==> config.mk <==
export PLATFORM = sky130hd
export DESIGN_NAME = dma_rd_rsp_flat
export DESIGN_NICKNAME = d
export VERILOG_FILES = /design/src/rtl/dma_rd_rsp_if.sv /design/src/rtl/dma_rd_rsp.sv /design/src/flat_wrapper.sv
export SDC_FILE = /design/constraint.sdc
export NUM_CORES = 1
export LEC_CHECK = 0
export ABC_AREA = 1
export CELL_PAD_IN_SITES_DETAIL_PLACEMENT = 1
export CELL_PAD_IN_SITES_GLOBAL_PLACEMENT = 2
export CORE_MARGIN = 4
export CORE_UTILIZATION = 35
export CTS_CLUSTER_DIAMETER = 40
export DETAILED_ROUTE_END_ITERATION = 16
export GPL_ROUTABILITY_DRIVEN = 0
export PLACE_DENSITY_LB_ADDON = 0.1
export REMOVE_ABC_BUFFERS = 1
export SETUP_SLACK_MARGIN = 0.4
export SKIP_CTS_REPAIR_TIMING = 1
export SYNTH_ARGS = -nofsm -noshare
export SYNTH_HDL_FRONTEND = slang
export SYNTH_SLANG_ARGS = --single-unit
export TNS_END_PERCENT = 5
==> constraint.sdc <==
create_clock -name clk_i -period 2.9 [get_ports clk_i]
set_clock_uncertainty 0.05 [all_clocks]
set_input_delay 0.87 -clock clk_i [delete_from_list [all_inputs] [get_ports clk_i]]
set_output_delay 0.87 -clock clk_i [all_outputs]
set_load 0.01 [all_outputs]
==> src/rtl/dma_rd_rsp_if.sv <==
// Bus bundle for dma_rd_rsp: request handshake, memory read port,
// response handshake and status. addr_err exists only with ADDR_CHK_EN.
interface dma_rd_rsp_if #(
    parameter int unsigned DATA_W = 16
);
    logic              req_valid;
    logic              req_ready;
    logic [31:0]       addr;
    logic              req_pad;
    logic              mem_en;
    logic [31:0]       mem_addr;
    logic [DATA_W-1:0] mem_rdata;
    logic              rsp_valid;
    logic [DATA_W-1:0] rsp_data;
    logic              rsp_ready;
    logic              busy;
`ifdef ADDR_CHK_EN
    logic              addr_err;
`endif

    // Responder side.
    modport slave (
        input  req_valid, addr, req_pad, mem_rdata, rsp_ready,
        output req_ready, mem_en, mem_addr, rsp_valid, rsp_data, busy
`ifdef ADDR_CHK_EN
        , addr_err
`endif
    );

    // Requester / memory / consumer side.
    modport master (
        output req_valid, addr, req_pad, mem_rdata, rsp_ready,
        input  req_ready, mem_en, mem_addr, rsp_valid, rsp_data, busy
`ifdef ADDR_CHK_EN
        , addr_err
`endif
    );
endinterface

==> src/rtl/dma_rd_rsp.sv <==
// dma_rd_rsp: DMA read responder. Accepts word addresses, reads a
// fixed-latency memory, returns data (zero for padding requests) in request
// order through a first-word-fall-through FIFO. A credit counter bounds
// outstanding requests to the FIFO depth, so a push never meets a full FIFO.
// Optional macro ADDR_CHK_EN: out-of-range addresses (>= MEM_WORDS) are
// answered as padding and raise the sticky addr_err flag.
module dma_rd_rsp #(
    parameter int unsigned DATA_W     = 16,
    parameter int unsigned MEM_LAT    = 2,
    parameter int unsigned FIFO_DEPTH = 8
`ifdef ADDR_CHK_EN
    , parameter int unsigned MEM_WORDS = 65536
`endif
) (
    input  logic        clk_i,
    input  logic        rst_i,
    dma_rd_rsp_if.slave bus
);
    localparam int unsigned PTR_W = $clog2(FIFO_DEPTH);
    localparam int unsigned CNT_W = PTR_W + 1;

    logic              accept_w;
    logic              pop_w;
    logic              push_w;
    logic              wr_en_w;
    logic              full_w;
    logic              empty_w;
    logic              oor_w;
    logic              pad_eff_w;
    logic [DATA_W-1:0] push_data_w;

    logic [CNT_W-1:0]  cnt_q, cnt_d;
    logic              req_ready_q;
    logic              mem_en_q;
    logic [31:0]       mem_addr_q;
    logic [MEM_LAT:0]  tag_vld_q;
    logic [MEM_LAT:0]  tag_pad_q;
    logic [DATA_W-1:0] fifo_q [FIFO_DEPTH];
    // Extra MSB on the pointers distinguishes full from empty.
    logic [CNT_W-1:0]  wr_ptr_q;
    logic [CNT_W-1:0]  rd_ptr_q;

    assign accept_w = bus.req_valid & req_ready_q;
    assign pop_w    = ~empty_w & bus.rsp_ready;

`ifdef ADDR_CHK_EN
    assign oor_w = (bus.addr >= 32'(MEM_WORDS));
`else
    assign oor_w = 1'b0;
`endif
    assign pad_eff_w = bus.req_pad | oor_w;

    // Credit count: accepted minus popped.
    always_comb begin
        cnt_d = cnt_q;
        if (accept_w && !pop_w) begin
            cnt_d = cnt_q + 1'b1;
        end else if (!accept_w && pop_w) begin
            cnt_d = cnt_q - 1'b1;
        end
    end

    // Credit register and registered ready derived from next credit count.
    always_ff @(posedge clk_i) begin
        if (!rst_i) begin
            cnt_q       <= '0;
            req_ready_q <= 1'b0;
        end else begin
            cnt_q       <= cnt_d;
            req_ready_q <= (cnt_d < CNT_W'(FIFO_DEPTH));
        end
    end

    // Memory read issue; address holds while idle.
    always_ff @(posedge clk_i) begin
        if (!rst_i) begin
            mem_en_q   <= 1'b0;
            mem_addr_q <= '0;
        end else begin
            mem_en_q <= accept_w & ~pad_eff_w;
            if (accept_w && !pad_eff_w) begin
                mem_addr_q <= bus.addr;
            end
        end
    end

    // Tag pipeline aligned with memory latency; pads ride along to keep order.
    always_ff @(posedge clk_i) begin
        if (!rst_i) begin
            tag_vld_q <= '0;
            tag_pad_q <= '0;
        end else begin
            tag_vld_q <= {tag_vld_q[MEM_LAT-1:0], accept_w};
            tag_pad_q <= {tag_pad_q[MEM_LAT-1:0], pad_eff_w};
        end
    end

    assign push_w      = tag_vld_q[MEM_LAT];
    assign push_data_w = tag_pad_q[MEM_LAT] ? '0 : bus.mem_rdata;

    assign empty_w = (wr_ptr_q == rd_ptr_q);
    assign full_w  = (wr_ptr_q[PTR_W] != rd_ptr_q[PTR_W]) &&
                     (wr_ptr_q[PTR_W-1:0] == rd_ptr_q[PTR_W-1:0]);
    assign wr_en_w = push_w & ~full_w;

    // FIFO pointers.
    always_ff @(posedge clk_i) begin
        if (!rst_i) begin
            wr_ptr_q <= '0;
            rd_ptr_q <= '0;
        end else begin
            if (wr_en_w) begin
                wr_ptr_q <= wr_ptr_q + 1'b1;
            end
            if (pop_w) begin
                rd_ptr_q <= rd_ptr_q + 1'b1;
            end
        end
    end

    // FIFO storage.
    always_ff @(posedge clk_i) begin
        if (wr_en_w) begin
            fifo_q[wr_ptr_q[PTR_W-1:0]] <= push_data_w;
        end
    end

`ifdef ADDR_CHK_EN
    logic addr_err_q;

    // Sticky out-of-range flag.
    always_ff @(posedge clk_i) begin
        if (!rst_i) begin
            addr_err_q <= 1'b0;
        end else if (accept_w && !bus.req_pad && oor_w) begin
            addr_err_q <= 1'b1;
        end
    end

    assign bus.addr_err = addr_err_q;
`endif

    assign bus.req_ready = req_ready_q;
    assign bus.mem_en    = mem_en_q;
    assign bus.mem_addr  = mem_addr_q;
    assign bus.rsp_valid = ~empty_w;
    assign bus.rsp_data  = empty_w ? '0 : fifo_q[rd_ptr_q[PTR_W-1:0]];
    assign bus.busy      = (cnt_q != '0);
endmodule

==> src/flat_wrapper.sv <==
// flat-port wrapper written by rule: the top's interface ports become plain ports
module dma_rd_rsp_flat 
#(
    parameter int unsigned DATA_W     = 16,
    parameter int unsigned MEM_LAT    = 2,
    parameter int unsigned FIFO_DEPTH = 8

)
  (clk_i, rst_i, bus_req_valid, bus_addr, bus_req_pad, bus_mem_rdata, bus_rsp_ready, bus_req_ready, bus_mem_en, bus_mem_addr, bus_rsp_valid, bus_rsp_data, bus_busy);
  dma_rd_rsp_if #(.DATA_W(DATA_W)) bus_i ();
  input  logic clk_i;
  input  logic rst_i;
  input wire logic [$bits(bus_i.req_valid)-1:0] bus_req_valid;
  input wire logic [$bits(bus_i.addr)-1:0] bus_addr;
  input wire logic [$bits(bus_i.req_pad)-1:0] bus_req_pad;
  input wire logic [$bits(bus_i.mem_rdata)-1:0] bus_mem_rdata;
  input wire logic [$bits(bus_i.rsp_ready)-1:0] bus_rsp_ready;
  output wire logic [$bits(bus_i.req_ready)-1:0] bus_req_ready;
  output wire logic [$bits(bus_i.mem_en)-1:0] bus_mem_en;
  output wire logic [$bits(bus_i.mem_addr)-1:0] bus_mem_addr;
  output wire logic [$bits(bus_i.rsp_valid)-1:0] bus_rsp_valid;
  output wire logic [$bits(bus_i.rsp_data)-1:0] bus_rsp_data;
  output wire logic [$bits(bus_i.busy)-1:0] bus_busy;
  assign bus_i.req_valid = bus_req_valid;
  assign bus_i.addr = bus_addr;
  assign bus_i.req_pad = bus_req_pad;
  assign bus_i.mem_rdata = bus_mem_rdata;
  assign bus_i.rsp_ready = bus_rsp_ready;
  assign bus_req_ready = bus_i.req_ready;
  assign bus_mem_en = bus_i.mem_en;
  assign bus_mem_addr = bus_i.mem_addr;
  assign bus_rsp_valid = bus_i.rsp_valid;
  assign bus_rsp_data = bus_i.rsp_data;
  assign bus_busy = bus_i.busy;
  dma_rd_rsp #(.DATA_W(DATA_W), .MEM_LAT(MEM_LAT), .FIFO_DEPTH(FIFO_DEPTH)) u_core (.clk_i(clk_i), .rst_i(rst_i), .bus(bus_i));
endmodule
; Yosys cells after proc, flatten, opt, wreduce, memory -nomap -nowiden
; Memories as Yosys holds them, arrays and structs flattened. A register that Yosys moved wholly into a read port is not among the register bits.
; Cells that the tools add are included.
[totals]
ff_bits = 52
latchBits = 0
ram_bits = 128
mem_bits_ro = 0
out_inout_bits = 52
wordCells = 40
n_memories = 1
[mem_list]
columns = memory, words, word_bits, rd, rd_clocked_by_memory_dff, write_ports, line_no
row1 = u_core.fifo_q, 8, 16, 1, 1, 1, dma_rd_rsp.sv:38  ; logic [DATA_W-1:0] fifo_q [FIFO_DEPTH];
[op_classes]
n_addsub = 4
multipliers = 0
n_div = 0
order_cmp = 1
n_eq_ne = 3
shift = 0
muxes = 8
bitwise = 7
n_reduce_logical = 8
[ops]
columns = cell, count
row1 = $mux W16, 2
row2 = $add A4 B1 Y4 const B, 3
row3 = $mux W4, 2
row4 = $mux W3, 2
row5 = $and A1 B1 Y1, 4
row6 = $eq A4 B4 Y1, 1
row7 = $logic_and A1 B1 Y1, 4
row8 = $lt A4 B4 Y1 const B, 1
row9 = $reduce_bool A4 Y1, 1
row10 = $sub A4 B1 Y4 const B, 1
row11 = $eq A3 B3 Y1, 1
row12 = $logic_not A1 Y1, 3
row13 = $not A1 Y1, 3
row14 = $mux W1, 2
row15 = $ne A1 B1 Y1, 1

; Longest topological paths before layout
; Gate-level depths: netlist of run 1.
[depth]
ltp_word = 7
depth_mapped = 15
depth_no_buf = 14

; Worst setup path before layout of run 1
; No wires, ideal clock.
[synth_path]
path_type = register to register
startpoint = reg u_core.wr_ptr_q[1]
endpoint = mem u_core.fifo_q[0][0] (enable)
arrival_ns = 1.665
required_ns = 2.462
path_slack_ns = 0.797
path_stages_with_launch = 9
n_path_buf = 0
cell_sequence = dfxtp_1 > inv_1 > nand2_1 > nand2_1 > nand4_2 > nand2_2 > inv_2 > nand2_2 > nor2_1
[synth_between]
elab_chain_len = 6
[synth_rtl]
columns = item, line_no
row1 = start: declaration, dma_rd_rsp.sv:40  ; logic [CNT_W-1:0] wr_ptr_q;
row2 = start signal: assignment, dma_rd_rsp.sv:113  ; wr_ptr_q <= wr_ptr_q + 1'b1;
row3 = $eq A3 B3 Y1, dma_rd_rsp.sv:103  ; (wr_ptr_q[PTR_W-1:0] == rd_ptr_q[PTR_W-1:0]);
row4 = $logic_and A1 B1 Y1, dma_rd_rsp.sv:102  ; assign full_w = (wr_ptr_q[PTR_W] != rd_ptr_q[PTR_W]) &&
row5 = $not A1 Y1, dma_rd_rsp.sv:104  ; assign wr_en_w = push_w & ~full_w;
row6 = $and A1 B1 Y1, dma_rd_rsp.sv:104
row7 = $mux W1, dma_rd_rsp.sv:123  ; if (wr_en_w) begin
row8 = $mux W1 (implied by the code), dma_rd_rsp.sv:124  ; fifo_q[wr_ptr_q[PTR_W-1:0]] <= push_data_w;
row9 = end: declaration, dma_rd_rsp.sv:38
; Several ways; a longest one is shown, not always the timed one.

==> results.rst, run 1 <==
.. list-table::
   :header-rows: 1

   * - Metric
     - Value
   * - Outcome
     - finished, final reports clean
   * - Unrepaired setup endpoints after global routing
     - true
   * - Crit Path Category
     - reg2out
   * - Combined buffer and inverter count along the critical path
     - 3
   * - Root Buffer Master
     - sky130_fd_sc_hd__clkbuf_16
   * - Placed wire-length estimate after detailed placement
     - 12,460 um
   * - Crit path max fanout
     - 20
   * - # IOs
     - 105
   * - Cell type of the slowest stage on the worst timing path
     - sky130_fd_sc_hd__dfxtp_4
   * - Post-layout worst setup margin
     - 120.3 ps
   * - Crit path DAT
     - 1860 ps
   * - Average footprint of a synthesized cell
     - 10.39 um2
   * - Max-Cap Viols
     - 0
   * - Largest delay contributor family on the critical path
     - flip-flops
   * - Path depth of the worst reg2reg path
     - 12
   * - Sum Neg Setup Slack
     - 0 ps
   * - Layout Cells excl Fill
     - 1,118
   * - Main area contributors after synthesis
     - sky130_fd_sc_hd__edfxtp_1, sky130_fd_sc_hd__dfxtp_1, sky130_fd_sc_hd__nor2_1
   * - Commonest non-fill, non-tap cells in the layout
     - sky130_fd_sc_hd__nor2_1, sky130_fd_sc_hd__edfxtp_1, sky130_fd_sc_hd__o21ai_0, sky130_fd_sc_hd__clkdlybuf4s50_1, sky130_fd_sc_hd__dfxtp_1
   * - Tightest slew margin relative to the limit
     - 0.3015
   * - Count of input and output buffers
     - 104
   * - Share of the clock period used by the worst path after layout
     - 0.9585
   * - Starting density of the core
     - 0.3604
   * - Global-route wire length before repair
     - 31,730 um
   * - Worst path cell trace
     - inv_4 > buf_12 > o21ai_0 > o22ai_1 > nor2_1 > nor2_2 > dlymetal6s2s_1
   * - Clock Path Buffers
     - 2
   * - Slowest stage delay, CP
     - 430 ps
   * - Clock slew at the register clock pins of the worst setup and hold paths
     - 70 ps
   * - Antenna viol nets, final
     - 0
   * - Post-synthesis cell type with the largest combined area
     - sky130_fd_sc_hd__edfxtp_1
   * - Post-layout min period
     - 2780 ps
   * - Starting DRT DRC Count
     - 173
   * - Startpoint type of the worst setup path
     - flip-flop
   * - Worst Setup End Kind
     - primary output
   * - Leak Pwr
     - 0.003880 uW
   * - Drt pass-1 iters
     - 4
   * - Hold violation count in the final report
     - 0
   * - Number of endpoints failing setup at the final stage
     - 0
   * - Share of the yosys chip area belonging to registers
     - 0.6694
   * - YS warnings
     - 0
   * - Min-Delay Path Class
     - reg2reg
   * - Crit path capture
     - bus_rsp_data[6]
   * - Most common cell after layout, fill and taps aside
     - sky130_fd_sc_hd__nor2_1
   * - Max Slew Vio Count
     - 0
   * - Fmax achieved
     - 359.7 MHz
   * - Post-Place Setup Slack
     - 154.2 ps
   * - RR Endpoint
     - u_core.bus.req_ready
   * - TritonCTS clock tree
     - yes
   * - Number of global-route vias before repair
     - 6,038
   * - Crit path required time
     - 1980 ps
   * - Num Clock Sinks
     - 183
   * - Pwr/cell area
     - 671.4 mW/mm2
   * - Total wirelength of the detailed-routed design
     - 20,140 um
   * - Number of CTS-inserted buffers
     - 17
   * - Largest net degree at the start of global routing
     - 41
   * - Transition time of the tightest slew-check pin
     - 1046 ps
   * - WP depth
     - 7
   * - Core ar.
     - 0.02049 mm2
   * - Area of the mapped netlist
     - 0.007387 mm2
   * - Yosys top cell area share
     - 0.5203
   * - Via count
     - 5,477
   * - Dpl cells
     - 1,081
   * - Antenna diode count
     - 0
   * - Max rail drop VDD
     - 0.4224 mV
   * - Die height
     - 153.3 um
   * - Global route overflow
     - 0
   * - Overall die area
     - 0.02349 mm2
   * - DRC violation count after routing
     - 0
   * - Detailed-route wire length per cell
     - 18.02 um
   * - Width of the die
     - 153.3 um
   * - Yosys cell types
     - 31
   * - Register bit count reported by yosys
     - 183
   * - Number of placement rows
     - 52
   * - Nets
     - 895
   * - Fraction of the core area covered by cells at the end of the flow
     - 0.4729
   * - Critical R2R Launch
     - u_core.rd_ptr_q[0]
   * - Clock latency at the later pin of the worst-skew pair
     - 420 ps
   * - Antenna violations before repair
     - 0
   * - H-tree depth
     - 4
   * - Post-detailed-route via-to-cell ratio
     - 4.899
   * - Proportion of layout cells with a drive suffix above 1
     - 0.1132
   * - Setup slack on the worst flop-to-flop path
     - 720 ps
   * - Post-Syn Instances
     - 711
   * - GRT Overall Usage
     - 0.1693
   * - Area growth, synth to finish
     - 31.20%
## metal layers
metal | share of wire | vias to the layer above | track usage
li1 | - | 2660 | -
met2 | 0.51 | 126 | 0.2937
met5 | 0 | - | 0
met1 | 0.42 | 2679 | 0.2052
met4 | 0.0079 | 0 | 0.03606
met3 | 0.061 | 12 | 0.05768
## worst min path at each step
| stage | from | endpoint | slack, ps | cells past startpoint |
|---|---|---|---|---|
| 6_report | u_core.tag_vld_q[1] | u_core.tag_vld_q[2] | 370 | 2 |
| 5_1_grt | u_core.tag_pad_q[0] | u_core.tag_pad_q[1] | 390 | 2 |
| 4_1_cts | u_core.tag_vld_q[1] | u_core.tag_vld_q[2] | 370 | 2 |
| 3_5_place_dp | u_core.tag_vld_q[1] | u_core.tag_vld_q[2] | 350 | 2 |
| 3_3_place_gp | u_core.tag_pad_q[1] | u_core.tag_pad_q[2] | 340 | 2 |
| 2_1_floorplan | u_core.tag_pad_q[0] | u_core.tag_pad_q[1] | 340 | 2 |
## Yosys cell counts
library cell,count
sky130_fd_sc_hd__a211oi_1,1
sky130_fd_sc_hd__a21oi_1,12
sky130_fd_sc_hd__a21oi_2,1
sky130_fd_sc_hd__buf_2,8
sky130_fd_sc_hd__buf_4,5
sky130_fd_sc_hd__buf_6,2
sky130_fd_sc_hd__clkbuf_1,20
sky130_fd_sc_hd__clkbuf_2,2
sky130_fd_sc_hd__clkinv_1,1
sky130_fd_sc_hd__dfxtp_1,55
sky130_fd_sc_hd__edfxtp_1,128
sky130_fd_sc_hd__ha_1,7
sky130_fd_sc_hd__inv_1,39
sky130_fd_sc_hd__inv_2,6
sky130_fd_sc_hd__nand2_1,47
sky130_fd_sc_hd__nand2_2,4
sky130_fd_sc_hd__nand2_4,1
sky130_fd_sc_hd__nand3_1,13
sky130_fd_sc_hd__nand3b_1,2
sky130_fd_sc_hd__nand3b_2,1
sky130_fd_sc_hd__nand4_1,1
sky130_fd_sc_hd__nand4_2,1
sky130_fd_sc_hd__nor2_1,212
sky130_fd_sc_hd__nor2_2,1
sky130_fd_sc_hd__nor2_4,1
sky130_fd_sc_hd__o211ai_1,16
sky130_fd_sc_hd__o21ai_0,101
sky130_fd_sc_hd__o22ai_1,16
sky130_fd_sc_hd__or2_2,1
sky130_fd_sc_hd__xnor2_1,1
sky130_fd_sc_hd__xor2_1,5
## sequential cells by signal, summed over array words and instances (netlist names), named ones only
register,count
u_core.bus.req_ready,1
u_core.bus.mem_addr,32
u_core.wr_ptr_q,4
u_core.rd_ptr_q,4
u_core.bus.mem_en,1
u_core.fifo_q,128
u_core.tag_vld_q,3
u_core.cnt_q,3
u_core.tag_pad_q,3
## area by class of cell
| type | instances | area, um2 |
|---|---|---|
| Clock buffer | 18 | 429.2 |
| Clock inverter | 14 | 173.9 |
| Fill cell | 2261 | 10800 |
| Inverter | 46 | 175.2 |
| Multi-Input combinational cell | 445 | 2106 |
| Sequential cell | 183 | 4957 |
| Tap cell | 270 | 337.8 |
| Timing Repair Buffer | 142 | 1513 |
## metrics by stage
step,hold WS (ps),total power [uW],cell area [um2]
floorplan,340.0,3522,7202
global placement,344.6,4097,8880
detailed placement,350.5,4130,8880
CTS,371.4,6503,9483
global route,385.3,6831,9692
finish,365.8,6507,9692
## logic make-up after synthesis
family	synth area share
adder cells (fa/ha/maj)	0.01186
AND/OR/NAND/NOR	0.1546
AO/OA/AOI/OAI	0.1086
flip-flops	0.6694
buffers and inverters	0.04844
XOR/XNOR	0.007114
## report_power, final
group / total, uW / internal (uW) / switching [uW] / leakage, uW
logic: 1210 / 554 / 653 / 0.00199
clock network: 2370 / 1370 / 1000 / 0.000285
registers: 2930 / 2870 / 58.6 / 0.00161
## tightest hold or removal path, delay by kind of cell (launching register included)
kind,cells,cell delay [ps]
buf+inv,1,40
simple gates,1,40
flops,1,310
No activity file was read; power rests on OpenSTA's default activity.
==> inputs of run 2 (changes only) <==
--- a/config.mk
+++ b/config.mk
@@ -6,14 +6,13 @@
 export NUM_CORES = 1
 export LEC_CHECK = 0
 export ABC_AREA = 1
-export CELL_PAD_IN_SITES_DETAIL_PLACEMENT = 1
-export CELL_PAD_IN_SITES_GLOBAL_PLACEMENT = 2
 export CORE_MARGIN = 4
-export CORE_UTILIZATION = 35
+export CORE_UTILIZATION = 54
 export CTS_CLUSTER_DIAMETER = 40
 export DETAILED_ROUTE_END_ITERATION = 16
 export GPL_ROUTABILITY_DRIVEN = 0
-export PLACE_DENSITY_LB_ADDON = 0.1
+export PLACE_DENSITY = 0.79
+export RECOVER_POWER = 50
 export REMOVE_ABC_BUFFERS = 1
 export SETUP_SLACK_MARGIN = 0.4
 export SKIP_CTS_REPAIR_TIMING = 1
==> run 2 against run 1 <==
Net effect:
- hold slack got worse by 5.8 ps
- register-to-register slack got worse by 410 ps
- count of clock-buffer cells in the layout is 8 higher
- fmax decreased by 0.12%
- largest cell class unchanged
- highest routed layer unchanged
==> results.rst, run 2 (same netlist as run 1, synthesis figures left out) <==
.. list-table::
   :header-rows: 1

   * - Metric
     - Value
   * - Outcome
     - finished, final reports clean (unchanged)
   * - Sequential Power Share
     - 0.472 (was 0.450)
   * - Internal power summed over all cells
     - 4621 uW (was 4791 uW)
   * - Clock slew at the register clock pins of the worst setup and hold paths
     - 60 ps (was 70 ps)
   * - Number of endpoints failing setup at the final stage
     - 0 (unchanged)
   * - Crit Path Category
     - reg2out (unchanged)
   * - Tightest slew margin relative to the limit
     - 0.1069 (was 0.3015)
   * - H-tree depth
     - 4 (unchanged)
   * - Startpoint type of the worst setup path
     - flip-flop (unchanged)
   * - Area growth, synth to finish
     - 28.13% (was 31.20%)
   * - Total wirelength of the detailed-routed design
     - 18,140 um (was 20,140 um)
   * - Number of global-route vias before repair
     - 5,385 (was 6,038)
   * - Startpoint of the tightest hold check path
     - u_core.tag_pad_q[0] (was u_core.tag_vld_q[1])
   * - Share of the clock period used by the worst path after layout
     - 0.9596 (was 0.9585)
   * - Commonest non-fill, non-tap cells in the layout
     - sky130_fd_sc_hd__nor2_1, sky130_fd_sc_hd__edfxtp_1, sky130_fd_sc_hd__o21ai_0, sky130_fd_sc_hd__clkdlybuf4s50_1, sky130_fd_sc_hd__nand2_1 (was sky130_fd_sc_hd__nor2_1, sky130_fd_sc_hd__edfxtp_1, sky130_fd_sc_hd__o21ai_0, sky130_fd_sc_hd__clkdlybuf4s50_1, sky130_fd_sc_hd__dfxtp_1)
   * - Hold violation count in the final report
     - 0 (unchanged)
   * - Number of cells on the worst hold path
     - 2 (unchanged)
   * - Starting density of the core
     - 0.5556 (was 0.3604)
   * - Nets
     - 896 (was 895)
   * - TritonCTS clock tree
     - yes (unchanged)
   * - Crit path DAT
     - 1860 ps (about the same)
   * - DRC violation count after routing
     - 0 (unchanged)
   * - Proportion of layout cells with a drive suffix above 1
     - 0.1060 (was 0.1132)
   * - Core ar.
     - 0.01330 mm2 (was 0.02049 mm2)
   * - Drt pass-1 iters
     - 8 (was 4)
   * - Count of input and output buffers
     - 104 (unchanged)
   * - Worst Setup End Kind
     - primary output (unchanged)
   * - Overall die area
     - 0.01562 mm2 (was 0.02349 mm2)
   * - Post-detailed-route via-to-cell ratio
     - 5.498 (was 4.899)
   * - Combinational cell fraction of total power
     - 0.191 (was 0.186)
   * - Fmax achieved
     - 359.3 MHz (was 359.7 MHz)
   * - GRT Overall Usage
     - 0.2177 (was 0.1693)
   * - Crit path required time
     - 1980 ps (about the same)
   * - RR Endpoint
     - u_core.fifo_q[7][11] (was u_core.bus.req_ready)
   * - Cell type of the slowest stage on the worst timing path
     - sky130_fd_sc_hd__dfxtp_4 (unchanged)
   * - Share of total power consumed by net switching
     - 0.2567 (was 0.2637)
   * - Antenna diode count
     - 0 (unchanged)
   * - Antenna viol nets, final
     - 0 (unchanged)
   * - Path depth of the worst reg2reg path
     - 7 (was 12)
   * - Max Slew Vio Count
     - 0 (unchanged)
   * - Die height
     - 125.0 um (was 153.3 um)
   * - Dpl cells
     - 979 (was 1,081)
   * - Clock latency at the later pin of the worst-skew pair
     - 430 ps (was 420 ps)
   * - Antenna violations before repair
     - 0 (unchanged)
   * - Placed wire-length estimate after detailed placement
     - 10,680 um (was 12,460 um)
   * - Starting DRT DRC Count
     - 607 (was 173)
   * - Setup slack on the worst flop-to-flop path
     - 310 ps (was 720 ps)
   * - Slowest stage delay, CP
     - 380 ps (was 430 ps)
   * - Tightest hold margin
     - 360.0 ps (was 365.8 ps)
   * - Number of placement rows
     - 42 (was 52)
   * - Most common cell after layout, fill and taps aside
     - sky130_fd_sc_hd__nor2_1 (unchanged)
   * - Global route overflow
     - 0 (unchanged)
   * - Post-layout worst setup margin
     - 117.0 ps (was 120.3 ps)
   * - Max FFs per register
     - 128 (unchanged)
   * - Min-Delay Path Class
     - reg2reg (unchanged)
   * - Clock Path Buffers
     - 2 (unchanged)
   * - Transition time of the tightest slew-check pin
     - 1340 ps (was 1046 ps)
   * - Fraction of the core area covered by cells at the end of the flow
     - 0.7119 (was 0.4729)
   * - NetSw
     - 1596 uW (was 1716 uW)
   * - Number of CTS-inserted buffers
     - 17 (unchanged)
   * - Max-Cap Viols
     - 0 (unchanged)
   * - Cell repeated most along the worst path
     - sky130_fd_sc_hd__buf_6
   * - Tot Pwr
     - 6217 uW (was 6507 uW)
   * - Num Clock Sinks
     - 183 (unchanged)
   * - Unrepaired setup endpoints after global routing
     - true (unchanged)
   * - Crit path max fanout
     - 7 (was 20)
   * - Largest net degree at the start of global routing
     - 65 (was 41)
   * - Max rail drop VDD
     - 0.3508 mV (was 0.4224 mV)
   * - Leak Pwr
     - 0.003787 uW (was 0.003880 uW)
   * - Width of the die
     - 125.0 um (was 153.3 um)
   * - Hold path endpoint
     - u_core.tag_pad_q[1] (was u_core.tag_vld_q[2])
   * - Global-route wire length before repair
     - 27,000 um (was 31,730 um)
   * - Layout Cells excl Fill
     - 1,025 (was 1,118)
   * - Root Buffer Master
     - sky130_fd_sc_hd__clkbuf_16 (unchanged)
   * - Via count
     - 5,635 (was 5,477)
   * - Clk pwr share
     - 0.338 (was 0.364)
   * - Pwr/cell area
     - 656.8 mW/mm2 (was 671.4 mW/mm2)
   * - Post-layout min period
     - 2783 ps (was 2780 ps)
   * - Worst path cell trace
     - buf_6 > buf_6 > buf_8 > nor2_4 > nor2_2 > o21ai_1 > o211ai_1 > nand2_1 > nor2_1 > buf_2 (was inv_4 > buf_12 > o21ai_0 > o22ai_1 > nor2_1 > nor2_2 > dlymetal6s2s_1)
   * - # IOs
     - 105 (unchanged)
   * - Post-Place Setup Slack
     - 122.0 ps (was 154.2 ps)
   * - Critical R2R Launch
     - u_core.wr_ptr_q[1] (was u_core.rd_ptr_q[0])
   * - Detailed-route wire length per cell
     - 17.70 um (was 18.02 um)
[run 2: cell types whose count changed in the layout (fill, tap and decap cells not counted), moves of 4 or more]
cell                              change
sky130_fd_sc_hd__clkdlybuf4s50_1     -11
sky130_fd_sc_hd__dlymetal6s2s_1       -4
sky130_fd_sc_hd__dlygate4sd3_1       +11
sky130_fd_sc_hd__clkbuf_1            +10
sky130_fd_sc_hd__buf_4                -6
[run 2: how the worst max path moves through the flow]
stage                       startpoint               end  slack [ps]
detailed placement  u_core.wr_ptr_q[2]  bus_rsp_data[11]         120
global route                 flip-flop  bus_rsp_data[13]         -10
global placement             flip-flop  bus_rsp_data[11]         180
finish                       flip-flop   bus_rsp_data[1]         120
floorplan                    flip-flop  bus_rsp_data[14]        -340
CTS                          flip-flop   bus_rsp_data[4]        -380
[run 2: layout make-up]
type                       count  area, um2
clock buffer                  26      479.2
timing repair buffer         142       1446
sequential                   183       4965
clock inverter                 6      52.55
multi-input combinational    446       2125
fill                         940       3830
inverter                      46      177.7
tap                          176      220.2
[run 2: routing by layer]
metal  routed length [um]  track usage  share of wire  vias up
met2                 9067       0.3641           0.50      289
met4                  373      0.07972          0.021        0
met5                    0            0              0        -
met3                 1802      0.08145          0.099       34
li1                     -            -              -     2667
met1                 6894       0.2585           0.38     2645
[run 2: worst max-delay path: cells and delay by family (launching register included)]
kind,cells,cell delay [ps]
buf+inv,4,490
flops,1,380
simple gates,4,350
compound gates,2,200
[run 2: power by group through the flow]
stage                     sequential, uW  combinational [uW]  clock, uW
final                               2930                1180       2100
after global routing                2940                1300       2250
after CTS                           2930                1050       2120
after detailed placement            2990                1040          0
after global placement              2980                1010          0
after floorplan                     3020                 500          0
[run 2: metrics by stage]
stage	area [um2]	setup TNS (ps)
after global routing	9465	-13.97
final	9465	0
after detailed placement	8677	0
after floorplan	7202	-5504
after CTS	9209	-4876
after global placement	8677	0
==> inputs of run 3 (changes only) <==
--- a/config.mk
+++ b/config.mk
@@ -6,7 +6,8 @@
 export NUM_CORES = 1
 export LEC_CHECK = 0
 export ABC_AREA = 1
-export CORE_MARGIN = 4
+export ABC_CLOCK_PERIOD_IN_PS = 2900
+export CORE_MARGIN = 5
 export CORE_UTILIZATION = 54
 export CTS_CLUSTER_DIAMETER = 40
 export DETAILED_ROUTE_END_ITERATION = 16
@@ -14,7 +15,7 @@
 export PLACE_DENSITY = 0.79
 export RECOVER_POWER = 50
 export REMOVE_ABC_BUFFERS = 1
-export SETUP_SLACK_MARGIN = 0.4
+export SETUP_SLACK_MARGIN = 0.5
 export SKIP_CTS_REPAIR_TIMING = 1
 export SYNTH_ARGS = -nofsm -noshare
 export SYNTH_HDL_FRONTEND = slang
==> run 3 against run 2 <==
Net effect:
- sequential cell count is the same
- first-iteration DRC count shrank 6.4%
- die area up 3.2%
- register-to-register slack about the same
- largest power group unchanged
- design area grew 0.34%
- combinational power barely moved
- cell count did not move
- utilization about the same
- total power grew 4.4%
==> results.rst, run 3 (same netlist as run 1, synthesis figures left out) <==
.. list-table::
   :header-rows: 1

   * - Metric
     - Value
   * - Tot Pwr
     - 6493 uW (was 6217 uW)
   * - Slowest stage delay, CP
     - 390 ps (was 380 ps)
   * - Largest net degree at the start of global routing
     - 43 (was 65)
   * - Overall die area
     - 0.01612 mm2 (was 0.01562 mm2)
   * - Num Clock Sinks
     - 183 (unchanged)
   * - Transition time of the tightest slew-check pin
     - 1301 ps (was 1340 ps)
   * - Crit Path Category
     - reg2out (unchanged)
   * - Tightest hold margin
     - 364.1 ps (was 360.0 ps)
   * - Share of the clock period used by the worst path after layout
     - 0.9611 (was 0.9596)
   * - Crit path required time
     - 1980 ps (about the same)
   * - Number of cells on the worst hold path
     - 2 (unchanged)
   * - Sequential Power Share
     - 0.451 (was 0.472)
   * - Placed wire-length estimate after detailed placement
     - 10,740 um (was 10,680 um)
   * - # IOs
     - 105 (unchanged)
   * - Number of placement rows
     - 42 (unchanged)
   * - Global route overflow
     - 0 (unchanged)
   * - Max Slew Vio Count
     - 0 (unchanged)
   * - Max rail drop VDD
     - 0.3575 mV (was 0.3508 mV)
   * - Global-route wire length before repair
     - 27,180 um (was 27,000 um)
   * - Pwr/cell area
     - 683.7 mW/mm2 (was 656.8 mW/mm2)
   * - Max-Cap Viols
     - 0 (unchanged)
   * - Hold violation count in the final report
     - 0 (unchanged)
   * - Die height
     - 127.0 um (was 125.0 um)
   * - Tightest slew margin relative to the limit
     - 0.1324 (was 0.1069)
   * - Nets
     - 894 (was 896)
   * - Setup slack on the worst flop-to-flop path
     - 310 ps (about the same)
   * - Starting DRT DRC Count
     - 568 (was 607)
   * - Path depth of the worst reg2reg path
     - 7 (unchanged)
   * - Crit path DAT
     - 1870 ps (was 1860 ps)
   * - Worst path cell trace
     - buf_6 > buf_12 > clkbuf_16 > o21ai_0 > o22ai_1 > nor2_1 > nor2_1 > dlymetal6s2s_1 (was buf_6 > buf_6 > buf_8 > nor2_4 > nor2_2 > o21ai_1 > o211ai_1 > nand2_1 > nor2_1 > buf_2)
   * - Drt pass-1 iters
     - 5 (was 8)
   * - Most common cell after layout, fill and taps aside
     - sky130_fd_sc_hd__nor2_1 (unchanged)
   * - DRC violation count after routing
     - 0 (unchanged)
   * - Commonest non-fill, non-tap cells in the layout
     - sky130_fd_sc_hd__nor2_1, sky130_fd_sc_hd__edfxtp_1, sky130_fd_sc_hd__o21ai_0, sky130_fd_sc_hd__clkdlybuf4s50_1 (was sky130_fd_sc_hd__nor2_1, sky130_fd_sc_hd__edfxtp_1, sky130_fd_sc_hd__o21ai_0, sky130_fd_sc_hd__clkdlybuf4s50_1, sky130_fd_sc_hd__nand2_1)
   * - Leak Pwr
     - 0.003664 uW (was 0.003787 uW)
   * - Outcome
     - finished, final reports clean (unchanged)
   * - Core ar.
     - 0.01335 mm2 (was 0.01330 mm2)
   * - Starting density of the core
     - 0.5534 (was 0.5556)
   * - Antenna viol nets, final
     - 0 (unchanged)
   * - Clock Path Buffers
     - 2 (unchanged)
   * - Post-detailed-route via-to-cell ratio
     - 5.524 (was 5.498)
   * - NetSw
     - 1671 uW (was 1596 uW)
   * - Cell type of the slowest stage on the worst timing path
     - sky130_fd_sc_hd__dfxtp_4 (unchanged)
   * - Unrepaired setup endpoints after global routing
     - true (unchanged)
   * - Total wirelength of the detailed-routed design
     - 18,650 um (was 18,140 um)
   * - Count of input and output buffers
     - 104 (unchanged)
   * - Clk pwr share
     - 0.365 (was 0.338)
   * - Proportion of layout cells with a drive suffix above 1
     - 0.1228 (was 0.1060)
   * - Crit path max fanout
     - 5 (was 7)
   * - Number of global-route vias before repair
     - 5,506 (was 5,385)
   * - Detailed-route wire length per cell
     - 18.20 um (was 17.70 um)
   * - Worst Setup End Kind
     - primary output (unchanged)
   * - Critical R2R Launch
     - u_core.wr_ptr_q[1] (unchanged)
   * - Internal power summed over all cells
     - 4822 uW (was 4621 uW)
   * - H-tree depth
     - 4 (unchanged)
   * - Combinational cell fraction of total power
     - 0.184 (was 0.191)
   * - Startpoint of the tightest hold check path
     - u_core.tag_pad_q[1] (was u_core.tag_pad_q[0])
   * - Number of CTS-inserted buffers
     - 17 (unchanged)
   * - Hold path endpoint
     - u_core.tag_pad_q[2] (was u_core.tag_pad_q[1])
   * - Width of the die
     - 127.0 um (was 125.0 um)
   * - Startpoint type of the worst setup path
     - flip-flop (unchanged)
   * - Antenna violations before repair
     - 2 (was 0)
   * - Clock slew at the register clock pins of the worst setup and hold paths
     - 60 ps (about the same)
   * - Cell repeated most along the worst path
     - sky130_fd_sc_hd__nor2_1 (was sky130_fd_sc_hd__buf_6)
   * - Number of endpoints failing setup at the final stage
     - 0 (unchanged)
   * - GRT Overall Usage
     - 0.2156 (was 0.2177)
   * - Fmax achieved
     - 358.8 MHz (was 359.3 MHz)
   * - Share of total power consumed by net switching
     - 0.2574 (was 0.2567)
   * - Min-Delay Path Class
     - reg2reg (unchanged)
   * - Number of fillers in the final layout
     - 913 (was 940)
   * - Root Buffer Master
     - sky130_fd_sc_hd__clkbuf_16 (unchanged)
   * - TritonCTS clock tree
     - yes (unchanged)
   * - Sum Neg Setup Slack
     - 0 ps (unchanged)
   * - Post-layout min period
     - 2787 ps (was 2783 ps)
   * - Clock latency at the later pin of the worst-skew pair
     - 420 ps (was 430 ps)
   * - Area growth, synth to finish
     - 28.57% (was 28.13%)
   * - Max FFs per register
     - 128 (unchanged)
   * - Via count
     - 5,662 (was 5,635)
   * - RR Endpoint
     - u_core.fifo_q[7][6] (was u_core.fifo_q[7][11])
==> run 3: changes by cell type in the layout (fill, tap and decap cells not counted), moves of 4 or more <==
cell | before | now
sky130_fd_sc_hd__buf_6 | 4 | 9
sky130_fd_sc_hd__buf_4 | 20 | 14
sky130_fd_sc_hd__clkdlybuf4s50_1 | 76 | 81
sky130_fd_sc_hd__o21ai_1 | 1 | 8
sky130_fd_sc_hd__buf_2 | 3 | 10
sky130_fd_sc_hd__clkinvlp_4 | 0 | 4
sky130_fd_sc_hd__o21ai_0 | 100 | 91
sky130_fd_sc_hd__dlymetal6s2s_1 | 12 | 3
sky130_fd_sc_hd__clkbuf_1 | 11 | 4
sky130_fd_sc_hd__dlygate4sd3_1 | 11 | 6
==> run 3: worst max-delay path by stage <==
| stage | depth (start not counted) | to |
|---|---|---|
| global placement | 9 | bus_rsp_data[5] |
| finish | 8 | bus_rsp_data[3] |
| global route | 8 | bus_rsp_data[3] |
| floorplan | 5 | bus_rsp_data[14] |
| CTS | 9 | bus_rsp_data[10] |
| detailed placement | 9 | bus_rsp_data[10] |
==> run 3: critical path, delay by kind of cell (launching register included) <==
kind,cells,cell delay [ps]
compound gates,2,340
flops,1,390
buf+inv,4,570
simple gates,2,150
==> run 3: power by group through the flow <==
stage / logic, uW / registers [uW] / clock network, uW
after detailed placement: 1060 / 2980 / 0
after floorplan: 500 / 3020 / 0
after CTS: 1070 / 2930 / 2400
after global routing: 1300 / 2940 / 2520
after global placement: 1020 / 2980 / 0
final: 1190 / 2930 / 2370
==> run 3: per-stage QoR <==
| step | std cells | worst slack, ps | instance area, um2 | util |
|---|---|---|---|---|
| 5_1_grt | 1025 | -22.65 | 9498 | 0.7116 |
| 4_1_cts | 1009 | -343.6 | 9298 | 0.6966 |
| 2_1_floorplan | 674 | -344.6 | 7202 | - |
| 3_5_place_dp | 977 | 148.2 | 8687 | 0.6508 |
| 3_3_place_gp | 977 | 202.2 | 8687 | 0.6508 |
| 6_report | 1025 | 112.9 | 9498 | 0.7116 |
==> run 3: final cells by class <==
type	instances	area, um2	area share
sequential	183	4959	0.5221
multi-input combinational	446	2127	0.2239
timing repair buffer	140	1396	0.1470
clock buffer	18	429.2	0.04519
tap	176	220.2	0.02319
clock inverter	14	181.4	0.01910
inverter	46	180.2	0.01897
antenna	2	5.005	0.0005269
==> run 3: layer usage <==
layer	GRT usage	routed length, um
met1	0.2555	7140
met2	0.3524	9048
met3	0.08407	1901
met4	0.08959	559
met5	0	0
